==> src/rtl/uart_rx_ctrl_if.sv <==
// Host/receiver-facing signal bundle for uart_rx_ctrl.
// The slave modport is the controller's view; master is the host and receiver side.
interface uart_rx_ctrl_if #(
  parameter int DATA_WIDTH = 8,
  parameter int FIFO_DEPTH = 4
);
  localparam int CNT_W = $clog2(FIFO_DEPTH) + 1;

  logic                  SRL_data;
  logic [DATA_WIDTH-1:0] rx_data;
  logic                  rx_valid;
  logic [4:0]            prescale;
  logic                  PAR_EN;
  logic                  PAR_TYP;
  logic                  cfg_req;
  logic [4:0]            cfg_prescale;
  logic                  cfg_par_en;
  logic                  cfg_par_typ;
  logic                  cfg_ack;
  logic                  cfg_err;
  logic                  rd_en;
  logic [DATA_WIDTH-1:0] rd_data;
  logic                  empty;
  logic                  full;
  logic [CNT_W-1:0]      count;
  logic                  overrun;
  logic                  ovr_clr;

  modport slave (
    input  SRL_data, rx_data, rx_valid, cfg_req, cfg_prescale, cfg_par_en,
           cfg_par_typ, rd_en, ovr_clr,
    output prescale, PAR_EN, PAR_TYP, cfg_ack, cfg_err, rd_data, empty, full,
           count, overrun
  );

  modport master (
    output SRL_data, rx_data, rx_valid, cfg_req, cfg_prescale, cfg_par_en,
           cfg_par_typ, rd_en, ovr_clr,
    input  prescale, PAR_EN, PAR_TYP, cfg_ack, cfg_err, rd_data, empty, full,
           count, overrun
  );
endinterface

==> src/rtl/uart_rx_ctrl.sv <==
// UART receiver control: idle-gated configuration updates and a show-ahead
// byte FIFO fed by the rising edge of the receiver's stretched valid pulse.
module uart_rx_ctrl #(
  parameter int DATA_WIDTH   = 8,
  parameter int FIFO_DEPTH   = 4,
  parameter int DEF_PRESCALE = 8,
  parameter int DEF_PAR_EN   = 1,
  parameter int DEF_PAR_TYP  = 0
) (
  input logic            clk,
  input logic            rst,
  uart_rx_ctrl_if.slave  bus
);
  localparam int PTR_W = $clog2(FIFO_DEPTH);
  localparam int CNT_W = PTR_W + 1;

  typedef enum logic [1:0] {RUN, WAIT_IDLE, APPLY, DONE} state_e;

  state_e     state_q;
  logic [6:0] idle_cnt_q;
  logic [4:0] prescale_q;
  logic       par_en_q;
  logic       par_typ_q;
  logic       cfg_ack_q;
  logic       cfg_err_q;
  logic       line_idle;
  logic       cfg_ok;

  // Two bit-times of quiet line, measured with the prescale currently in use.
  assign line_idle = idle_cnt_q >= {1'b0, prescale_q, 1'b0};
  assign cfg_ok    = (bus.cfg_prescale == 5'd8) || (bus.cfg_prescale == 5'd16);

  always_ff @(posedge clk or negedge rst) begin
    if (!rst) begin
      idle_cnt_q <= '0;
    end else if (!bus.SRL_data) begin
      idle_cnt_q <= '0;
    end else if (idle_cnt_q != 7'd127) begin
      idle_cnt_q <= idle_cnt_q + 7'd1;
    end
  end

  always_ff @(posedge clk or negedge rst) begin
    if (!rst) begin
      state_q    <= RUN;
      prescale_q <= 5'(DEF_PRESCALE);
      par_en_q   <= 1'(DEF_PAR_EN);
      par_typ_q  <= 1'(DEF_PAR_TYP);
      cfg_ack_q  <= 1'b0;
      cfg_err_q  <= 1'b0;
    end else begin
      // NOTE: non-blocking defaults followed by overrides; the last scheduled
      // update wins, so ack/err are single-cycle pulses without extra logic.
      cfg_ack_q <= 1'b0;
      cfg_err_q <= 1'b0;
      case (state_q)
        RUN:       if (bus.cfg_req) state_q <= WAIT_IDLE;
        WAIT_IDLE: if (line_idle)   state_q <= APPLY;
        APPLY: begin
          if (cfg_ok) begin
            prescale_q <= bus.cfg_prescale;
            par_en_q   <= bus.cfg_par_en;
            par_typ_q  <= bus.cfg_par_typ;
          end
          cfg_ack_q <= 1'b1;
          cfg_err_q <= !cfg_ok;
          state_q   <= DONE;
        end
        DONE:      if (!bus.cfg_req) state_q <= RUN;
        default:   state_q <= RUN;
      endcase
    end
  end

  assign bus.prescale = prescale_q;
  assign bus.PAR_EN   = par_en_q;
  assign bus.PAR_TYP  = par_typ_q;
  assign bus.cfg_ack  = cfg_ack_q;
  assign bus.cfg_err  = cfg_err_q;

  logic [DATA_WIDTH-1:0] mem_q [FIFO_DEPTH];
  logic [PTR_W-1:0]      wr_ptr_q, rd_ptr_q;
  logic [CNT_W-1:0]      count_q, count_d;
  logic                  overrun_q, overrun_d;
  logic                  rx_valid_q;
  logic                  push, pop, do_wr, drop, empty, full;

  assign empty = (count_q == '0);
  assign full  = (count_q == CNT_W'(FIFO_DEPTH));
  assign push  = bus.rx_valid & ~rx_valid_q;
  assign pop   = bus.rd_en & ~empty;
  // A pop frees the slot the same cycle, so a full FIFO can still accept.
  assign do_wr = push & (~full | pop);
  assign drop  = push & full & ~pop;

  always_comb begin
    // NOTE: every always_comb output gets a default first so no latch is inferred.
    count_d   = count_q;
    overrun_d = overrun_q;
    if (do_wr && !pop)      count_d = count_q + CNT_W'(1);
    else if (pop && !do_wr) count_d = count_q - CNT_W'(1);
    if (bus.ovr_clr) overrun_d = 1'b0;
    if (drop)        overrun_d = 1'b1;
  end

  always_ff @(posedge clk or negedge rst) begin
    if (!rst) begin
      rx_valid_q <= 1'b0;
      wr_ptr_q   <= '0;
      rd_ptr_q   <= '0;
      count_q    <= '0;
      overrun_q  <= 1'b0;
      // NOTE: storage is reset because rd_data must read 0 straight out of reset;
      // at this depth the extra reset fan-out is negligible.
      for (int i = 0; i < FIFO_DEPTH; i++) mem_q[i] <= '0;
    end else begin
      rx_valid_q <= bus.rx_valid;
      count_q    <= count_d;
      overrun_q  <= overrun_d;
      if (do_wr) begin
        mem_q[wr_ptr_q] <= bus.rx_data;
        wr_ptr_q        <= wr_ptr_q + PTR_W'(1);
      end
      if (pop) rd_ptr_q <= rd_ptr_q + PTR_W'(1);
    end
  end

  assign bus.rd_data = mem_q[rd_ptr_q];
  assign bus.empty   = empty;
  assign bus.full    = full;
  assign bus.count   = count_q;
  assign bus.overrun = overrun_q;
endmodule

==> src/flat_wrapper.sv <==
// flat-port wrapper written by rule: the top's interface ports become plain ports
module uart_rx_ctrl_flat 
#(
  parameter int DATA_WIDTH   = 8,
  parameter int FIFO_DEPTH   = 4,
  parameter int DEF_PRESCALE = 8,
  parameter int DEF_PAR_EN   = 1,
  parameter int DEF_PAR_TYP  = 0
)
  (clk, rst, bus_SRL_data, bus_rx_data, bus_rx_valid, bus_cfg_req, bus_cfg_prescale, bus_cfg_par_en, bus_cfg_par_typ, bus_rd_en, bus_ovr_clr, bus_prescale, bus_PAR_EN, bus_PAR_TYP, bus_cfg_ack, bus_cfg_err, bus_rd_data, bus_empty, bus_full, bus_count, bus_overrun);
  uart_rx_ctrl_if #(.DATA_WIDTH(DATA_WIDTH), .FIFO_DEPTH(FIFO_DEPTH)) bus_i ();
  input logic clk;
  input logic rst;
  input wire logic [$bits(bus_i.SRL_data)-1:0] bus_SRL_data;
  input wire logic [$bits(bus_i.rx_data)-1:0] bus_rx_data;
  input wire logic [$bits(bus_i.rx_valid)-1:0] bus_rx_valid;
  input wire logic [$bits(bus_i.cfg_req)-1:0] bus_cfg_req;
  input wire logic [$bits(bus_i.cfg_prescale)-1:0] bus_cfg_prescale;
  input wire logic [$bits(bus_i.cfg_par_en)-1:0] bus_cfg_par_en;
  input wire logic [$bits(bus_i.cfg_par_typ)-1:0] bus_cfg_par_typ;
  input wire logic [$bits(bus_i.rd_en)-1:0] bus_rd_en;
  input wire logic [$bits(bus_i.ovr_clr)-1:0] bus_ovr_clr;
  output wire logic [$bits(bus_i.prescale)-1:0] bus_prescale;
  output wire logic [$bits(bus_i.PAR_EN)-1:0] bus_PAR_EN;
  output wire logic [$bits(bus_i.PAR_TYP)-1:0] bus_PAR_TYP;
  output wire logic [$bits(bus_i.cfg_ack)-1:0] bus_cfg_ack;
  output wire logic [$bits(bus_i.cfg_err)-1:0] bus_cfg_err;
  output wire logic [$bits(bus_i.rd_data)-1:0] bus_rd_data;
  output wire logic [$bits(bus_i.empty)-1:0] bus_empty;
  output wire logic [$bits(bus_i.full)-1:0] bus_full;
  output wire logic [$bits(bus_i.count)-1:0] bus_count;
  output wire logic [$bits(bus_i.overrun)-1:0] bus_overrun;
  assign bus_i.SRL_data = bus_SRL_data;
  assign bus_i.rx_data = bus_rx_data;
  assign bus_i.rx_valid = bus_rx_valid;
  assign bus_i.cfg_req = bus_cfg_req;
  assign bus_i.cfg_prescale = bus_cfg_prescale;
  assign bus_i.cfg_par_en = bus_cfg_par_en;
  assign bus_i.cfg_par_typ = bus_cfg_par_typ;
  assign bus_i.rd_en = bus_rd_en;
  assign bus_i.ovr_clr = bus_ovr_clr;
  assign bus_prescale = bus_i.prescale;
  assign bus_PAR_EN = bus_i.PAR_EN;
  assign bus_PAR_TYP = bus_i.PAR_TYP;
  assign bus_cfg_ack = bus_i.cfg_ack;
  assign bus_cfg_err = bus_i.cfg_err;
  assign bus_rd_data = bus_i.rd_data;
  assign bus_empty = bus_i.empty;
  assign bus_full = bus_i.full;
  assign bus_count = bus_i.count;
  assign bus_overrun = bus_i.overrun;
  uart_rx_ctrl #(.DATA_WIDTH(DATA_WIDTH), .FIFO_DEPTH(FIFO_DEPTH), .DEF_PRESCALE(DEF_PRESCALE), .DEF_PAR_EN(DEF_PAR_EN), .DEF_PAR_TYP(DEF_PAR_TYP)) u_core (.clk(clk), .rst(rst), .bus(bus_i));
endmodule
==> config.mk <==
export PLATFORM = sky130hd
export DESIGN_NAME = uart_rx_ctrl_flat
export DESIGN_NICKNAME = d
export VERILOG_FILES = /design/src/rtl/uart_rx_ctrl_if.sv /design/src/rtl/uart_rx_ctrl.sv /design/src/flat_wrapper.sv
export SDC_FILE = /design/constraint.sdc
export NUM_CORES = 1
export LEC_CHECK = 0
export ABC_CLOCK_PERIOD_IN_PS = 2200
export CORE_MARGIN = 3
export CORE_UTILIZATION = 49
export CTS_BUF_LIST = sky130_fd_sc_hd__clkbuf_8 sky130_fd_sc_hd__clkbuf_16
export CTS_CLUSTER_DIAMETER = 150
export DETAILED_ROUTE_END_ITERATION = 16
export PLACE_DENSITY = 0.76
export SETUP_SLACK_MARGIN = 0.02
export SLEW_MARGIN = 40
export SYNTH_ARGS = -nofsm -noshare
export SYNTH_HDL_FRONTEND = slang
export SYNTH_SLANG_ARGS = --single-unit
export TNS_END_PERCENT = 5
==> constraint.sdc <==
create_clock -name clk -period 2.2 [get_ports clk]
set_input_delay 0.44 -clock clk [delete_from_list [all_inputs] [get_ports clk]]
set_output_delay 0.44 -clock clk [all_outputs]
set_load 0.01 [all_outputs]
==> results of run 1 <==
[how the worst max path moves through the flow]
stage	endpoint	slack, ns	cells past startpoint
global placement	u_core.bus.count[1]	-0.10	7
CTS	bus_empty	0.03	2
floorplan	u_core.bus.count[2]	0.07	8
finish	bus_rd_data[6]	0.08	3
global route	bus_rd_data[6]	0.008	3
detailed placement	u_core.bus.count[1]	-0.14	7
[repair_timing]
item                                    in CTS  in global routing
endpoints found under the setup margin       8                  4
resized for setup                            8                  1
buffers inserted                             1                  0
pin swaps                                    0                  0
hold buffers                                 0                  0
[per-stage QoR]
step / instance area (sq um) / hold WS, ns / cells
2_1_floorplan: 2990 / 0.144 / 195
4_1_cts: 3760 / 0.0735 / 332
6_report: 3770 / 0.0752 / 332
5_1_grt: 3770 / 0.0995 / 332
3_5_place_dp: 3580 / 0.439 / 315
3_3_place_gp: 3580 / 0.432 / 315
[cell type report]
class	count	area, sq um	area share
flip-flops and latches	59	1480	0.392
well taps	72	90.1	0.0239
clock inverters	3	12.5	0.00332
inverters	13	48.8	0.0129
multi-input cells	120	1450	0.385
clock buffers	13	179	0.0475
repair buffers	52	510	0.135
[power breakdown]
| part | leakage, nW | switching, mW | total (mW) | internal (mW) |
|---|---|---|---|---|
| clock | 0.108 | 0.392 | 0.913 | 0.522 |
| combinational | 0.973 | 0.798 | 2.20 | 1.40 |
| sequential | 0.719 | 0.352 | 1.91 | 1.56 |
| total | 1.80 | 1.54 | 5.02 | 3.48 |
[flip-flops by register name (all words and copies together), names as in the netlist, 2 cells and up]
signal               cells
u_core.mem_q            32
u_core.idle_cnt_q        7
u_core.bus.prescale      5
u_core.bus.count         3
u_core.rd_ptr_q          2
u_core.state_q           2
u_core.wr_ptr_q          2
[cell usage in the layout (no fill, tap or decap), types with 5 or more instances in the layout]
master / instances
dfrtp_1: 57
dlygate4sd2_1: 8
mux4_2: 8
inv_1: 15
buf_4: 6
clkdlybuf4s50_1: 35
mux2_4: 33
xnor2_1: 5
clkbuf_8: 13
ha_1: 15
[metal layers]
metal / track usage / vias up
li1: - / 824
met1: 0.221 / 874
met2: 0.278 / 41
met3: 0.0677 / 6
met4: 0.0482 / 0
met5: 0 / -
[cells by family (layout without fill, tap and decap cells)]
kind of cell             count (synthesis)  in the layout  synth area share
AO/OA/AOI/OAI                           17             17            0.0489
AND/OR/NAND/NOR                         31             31            0.0903
buffers and inverters                   16             81            0.0230
multiplexers                            48             48             0.251
adder cells (fa/ha/maj)                 16             16            0.0694
XOR/XNOR                                 8              8            0.0234
flip-flops                              59             59             0.494
[worst reg2reg max path, stage by stage, from the launching register on]
cell,delay [ns]
dfstp_2,0.55
inv_1,0.04
ha_1,0.31
a21o_1,0.19
a2111oi_4,0.39
a221oi_2,0.12
mux2_4,0.31
==> reports/qor.txt, run 1 <==
outcome: finished, final reports clean
fraction of registers with async set/reset: 1.00
FF-to-FF End: u_core.state_q[1]
DR vias: 1,745
number of global-route vias before repair: 1,938
Iteration-0 DRC Markers: 49
library cells used by synthesis: 42
pwr/cell area: 1330 nW/um^2
root buffer cell: clkbuf_8
DR WL/cell: 16.2 um
Sink Count: 59
num rows: 27
Max Freq: 471 MHz
top cell type's share of synthesized area: 0.477
reg-to-reg startpoint: u_core.bus.prescale[3]
global-route wire length before repair: 9540 um
Synth area leaders: dfrtp_1 (48%), mux2_4 (17%), ha_1 (6.3%)
share of layout cells above drive strength 1: 0.312
max-cap violations: 0
Worst EP arrival: 1.68 ns
CP required: 1.76 ns
hpwl dp: 3770 um
DIE AREA: 7080 sq um
Final Hold Viols: 0
DR WL met3: 282 um
Yosys top cell by area: dfrtp_1
Worst setup SP type: register
Port Buffers: 44
Synth Register Bits: 59
Initial Util: 0.524
crit end category: output pin
DRT Wirelength: 5380 um
Relative slew margins: 0.663
drt pass-1 iters: 4
Worst Path Max Fanout: 8
worst-path cell chain: buf_12 > mux4_2 > dlygate4sd2_1
skew final: 0.00485 ns
Clock Tree Buf Depth: 2
largest net degree at the start of global routing: 40
Post-route DRC: 0
Crit. Startpoint: u_core.rd_ptr_q[0]
CP max-delay cell: mux4_2
Die Y: 84.2 um
class of the most critical setup path: reg -> out
via/cell ratio: 5.26
R2R depth: 6
H-tree Lvls: 3
WL met1: 2470 um
Peak supply drop: 0.000628 V
routability cong.: 0.705
Post-Synthesis Cells: 195
Worst Tran Pin Value: 0.505 ns
Power Total: 5.02 mW
top_reg_cell synth: dfrtp_1
CP top delay family: multiplexers
top layer in use: met4
routed wl met2: 2570 um
top-count cell post-synth: dfrtp_1
synth warn: 0
diodes inserted: 0
Seq/Total Area, Yosys: 0.494
CTS tree: done
Slew Limit Fails: 0
antenna violations before repair: 0
leakage power: 1.80 nW
final setup vio count: 0
filler cell count: 424
hold crit path type: in -> async
Critical Path Max Stage Delay: 0.50 ns
Final #Nets: 293
chip width: 84.2 um
Clock transition at path regs: 0.06 ns
core area: 5710 sq um
EDFF count, synth: 0
RSZ-0062 raised after global routing: true
CTS buffer count: 9
post-route core utilization: 0.660
Mean Syn Cell Area: 15.3 sq um
Final min period: 2.12 ns
top cells by count, synth: dfrtp_1 (57), mux2_4 (33), ha_1 (15), inv_1 (13), mux4_2 (8)
Area Growth Syn to Fin: 26.0%
internal reg-to-reg setup slack: 0.17 ns
setup TNS: 0 ns
crit share post-route: 0.964
IO Pins: 45
grt total ovfl: 0
Syn Nets: 233
dpl ws: -0.144 ns
Critical path buffers and inverters: 2
worst setup margin: 0.0789 ns
Tot GR Track Use: 0.174
Final ANT Viol Nets: 0
clock latency on the worst-skew pair: 0.33 ns
Post-Syn Area: 2990 sq um
Note: power is estimated with default switching activity, not from simulation.
==> inputs of run 2 (changes only) <==
--- a/config.mk
+++ b/config.mk
@@ -6,10 +6,12 @@
 export NUM_CORES = 1
 export LEC_CHECK = 0
 export ABC_CLOCK_PERIOD_IN_PS = 2200
+export CORE_ASPECT_RATIO = 0.5
 export CORE_MARGIN = 3
 export CORE_UTILIZATION = 49
 export CTS_BUF_LIST = sky130_fd_sc_hd__clkbuf_8 sky130_fd_sc_hd__clkbuf_16
 export CTS_CLUSTER_DIAMETER = 150
+export CTS_CLUSTER_SIZE = 25
 export DETAILED_ROUTE_END_ITERATION = 16
 export PLACE_DENSITY = 0.76
 export SETUP_SLACK_MARGIN = 0.02
==> run 2 against run 1 <==
  * Count of clock-buffer cells in the layout shrank 3
  * Global-route usage grew 0.35 points
  * Critical path depth is the same
  * Sequential power is essentially flat
  * Via count shrank 0.29%
  * Combinational power is essentially flat
  * Power grew 8.4%
  * Clock power grew 47%
  * Clock skew grew 0.0037 ns
  * Cell count grew 1.2%
  * Highest routed layer unchanged
==> reports/qor.txt, run 2 (same netlist as run 1, synthesis figures left out) <==
Final min period: 2.10 ns (-0.0170 ns)
hold crit path type: reg -> reg
Largest Register: u_core.mem_q
Iteration-0 DRC Markers: 66 (+35%)
DIE AREA: 7140 sq um (+0.80%)
antenna violations before repair: 0 (unchanged)
drt pass-1 iters: 4 (unchanged)
DRT Wirelength: 5460 um (+1.6%)
H-tree Lvls: 3 (unchanged)
hpwl dp: 3840 um (+1.8%)
CP required: 1.76 ns (about the same)
Die Y: 61.3 um (-27%)
num rows: 19 (-30%)
DR WL/cell: 16.3 um (+0.41%)
number of global-route vias before repair: 1,879 (-3.0%)
Worst setup SP type: register
Worst EP arrival: 1.66 ns (-0.02 ns)
Final ANT Viol Nets: 0 (unchanged)
RSZ-0062 raised after global routing: true
DP Cell Count: 319 (+1.3%)
Worst Tran Pin Value: 0.416 ns (-0.0891 ns)
Post CTS Setup Buffer Count: 0 (-1)
Port Buffers: 44 (unchanged)
most frequent cells in the layout: dfrtp_1 (57), clkdlybuf4s50_1 (35), mux2_4 (33), inv_1 (17), ha_1 (15)
Clock transition at path regs: 0.05 ns (about the same)
Sink Count: 59 (unchanged)
clock latency on the worst-skew pair: 0.32 ns (about the same)
Post-Layout Cell Count: 336 (+1.2%)
skew final: 0.00857 ns (+0.00372 ns)
Worst Path Max Fanout: 6 (-2)
chip width: 117 um (+38%)
core area: 5680 sq um (-0.48%)
filler cell count: 396 (-6.6%)
fin area: 3880 sq um (+3.0%)
IO Pins: 45 (unchanged)
most common cell after layout, fill and taps aside: dfrtp_1
crit end category: output pin
share of layout cells above drive strength 1: 0.308 (-0.00355)
leakage power: 1.86 nW (+3.3%)
Final Hold Viols: 0 (unchanged)
Max Freq: 475 MHz (+0.81%)
global-route wire length before repair: 9290 um (-2.6%)
Initial Util: 0.527 (+0.00254)
Slew Limit Fails: 0 (unchanged)
DR vias: 1,740 (-0.29%)
Final #Nets: 296 (+1.0%)
root buffer cell: clkbuf_16
outcome: finished, final reports clean
routability cong.: 0.721 (+2.4%)
largest net degree at the start of global routing: 50 (+25%)
via/cell ratio: 5.18 (-1.5%)
DP Area: 3590 sq um (+0.31%)
class of the most critical setup path: reg -> out
CTS tree: done
Clock Tree Buf Depth: 2 (unchanged)
max-cap violations: 0 (unchanged)
grt total ovfl: 0 (unchanged)
Area Growth Syn to Fin: 29.7%
Tot GR Track Use: 0.177 (+0.00346)
Peak supply drop: 0.000842 V (+34%)
Largest register FFs: 32 (unchanged)
crit share post-route: 0.956 (-0.00773)
dpl ws: -0.205 ns (-0.0611 ns)
Relative slew margins: 0.723 (+0.0594)
pwr/cell area: 1400 nW/um^2 (+5.3%)
setup TNS: 0 ns (unchanged)
final setup vio count: 0 (unchanged)
Power Total: 5.44 mW (+8.4%)
worst setup margin: 0.0959 ns (+0.0170 ns)
Post-route DRC: 0 (unchanged)
diodes inserted: 0 (unchanged)
CTS buffer count: 9 (unchanged)
## run 2: through the flow
step                utilization  hold WS, ns
detailed placement        0.631        0.330
CTS                       0.682        0.504
global route              0.683        0.515
global placement          0.631        0.327
finish                    0.683        0.500
floorplan                     -        0.144
## run 2: what timing repair did
item                                   in CTS  in global routing
endpoints found under the hold margin       8                  0
gates cloned                                0                  0
setup endpoints to repair                   8                  3
resized for setup                           8                  1
hold buffers                                1                  0
## run 2: layout make-up
type	count	area, sq um	share of cell area
tap	73	91.3	0.0235
inverter	13	48.8	0.0126
sequential	59	1480	0.381
clock inverter	6	50.0	0.0129
clock buffer	10	239	0.0616
multi-input combinational	120	1450	0.374
timing repair buffer	55	523	0.135
## run 2: power by group
part,switching (mW),internal [mW]
combinational,0.820,1.40
sequential,0.329,1.56
clock,0.450,0.886
total,1.60,3.84
## run 2: routing by layer
metal,vias to the layer above,part of all wire,global-route usage,wire [um]
li1,832,-,-,-
met1,868,0.44,0.214,2420
met2,33,0.50,0.305,2740
met3,7,0.041,0.0599,223
met4,0,0.015,0.0645,80
met5,-,0,0,0
## run 2: critical path, stage by stage (launching register included)
cell,delay (ns)
dfrtp_1,0.35
buf_4,0.18
mux4_2,0.52
dlygate4sd2_1,0.30
## run 2: path summary, 6_finish.rpt
kind	depth (start not counted)	end	startpoint	slack [ns]
setup / recovery	3	bus_rd_data[4]	u_core.rd_ptr_q[0]	0.1
hold / removal	1	u_core.mem_q[13]	u_core.mem_q[13]	0.50
setup reg to reg	6	u_core.bus.count[1]	u_core.bus.count[1]	0.14
hold reg to reg	1	u_core.mem_q[13]	u_core.mem_q[13]	0.50
max in group asynchronous	3	u_core.bus.prescale[0]	rst	1.13
min in group asynchronous	2	u_core.bus.prescale[4]	rst	0.54
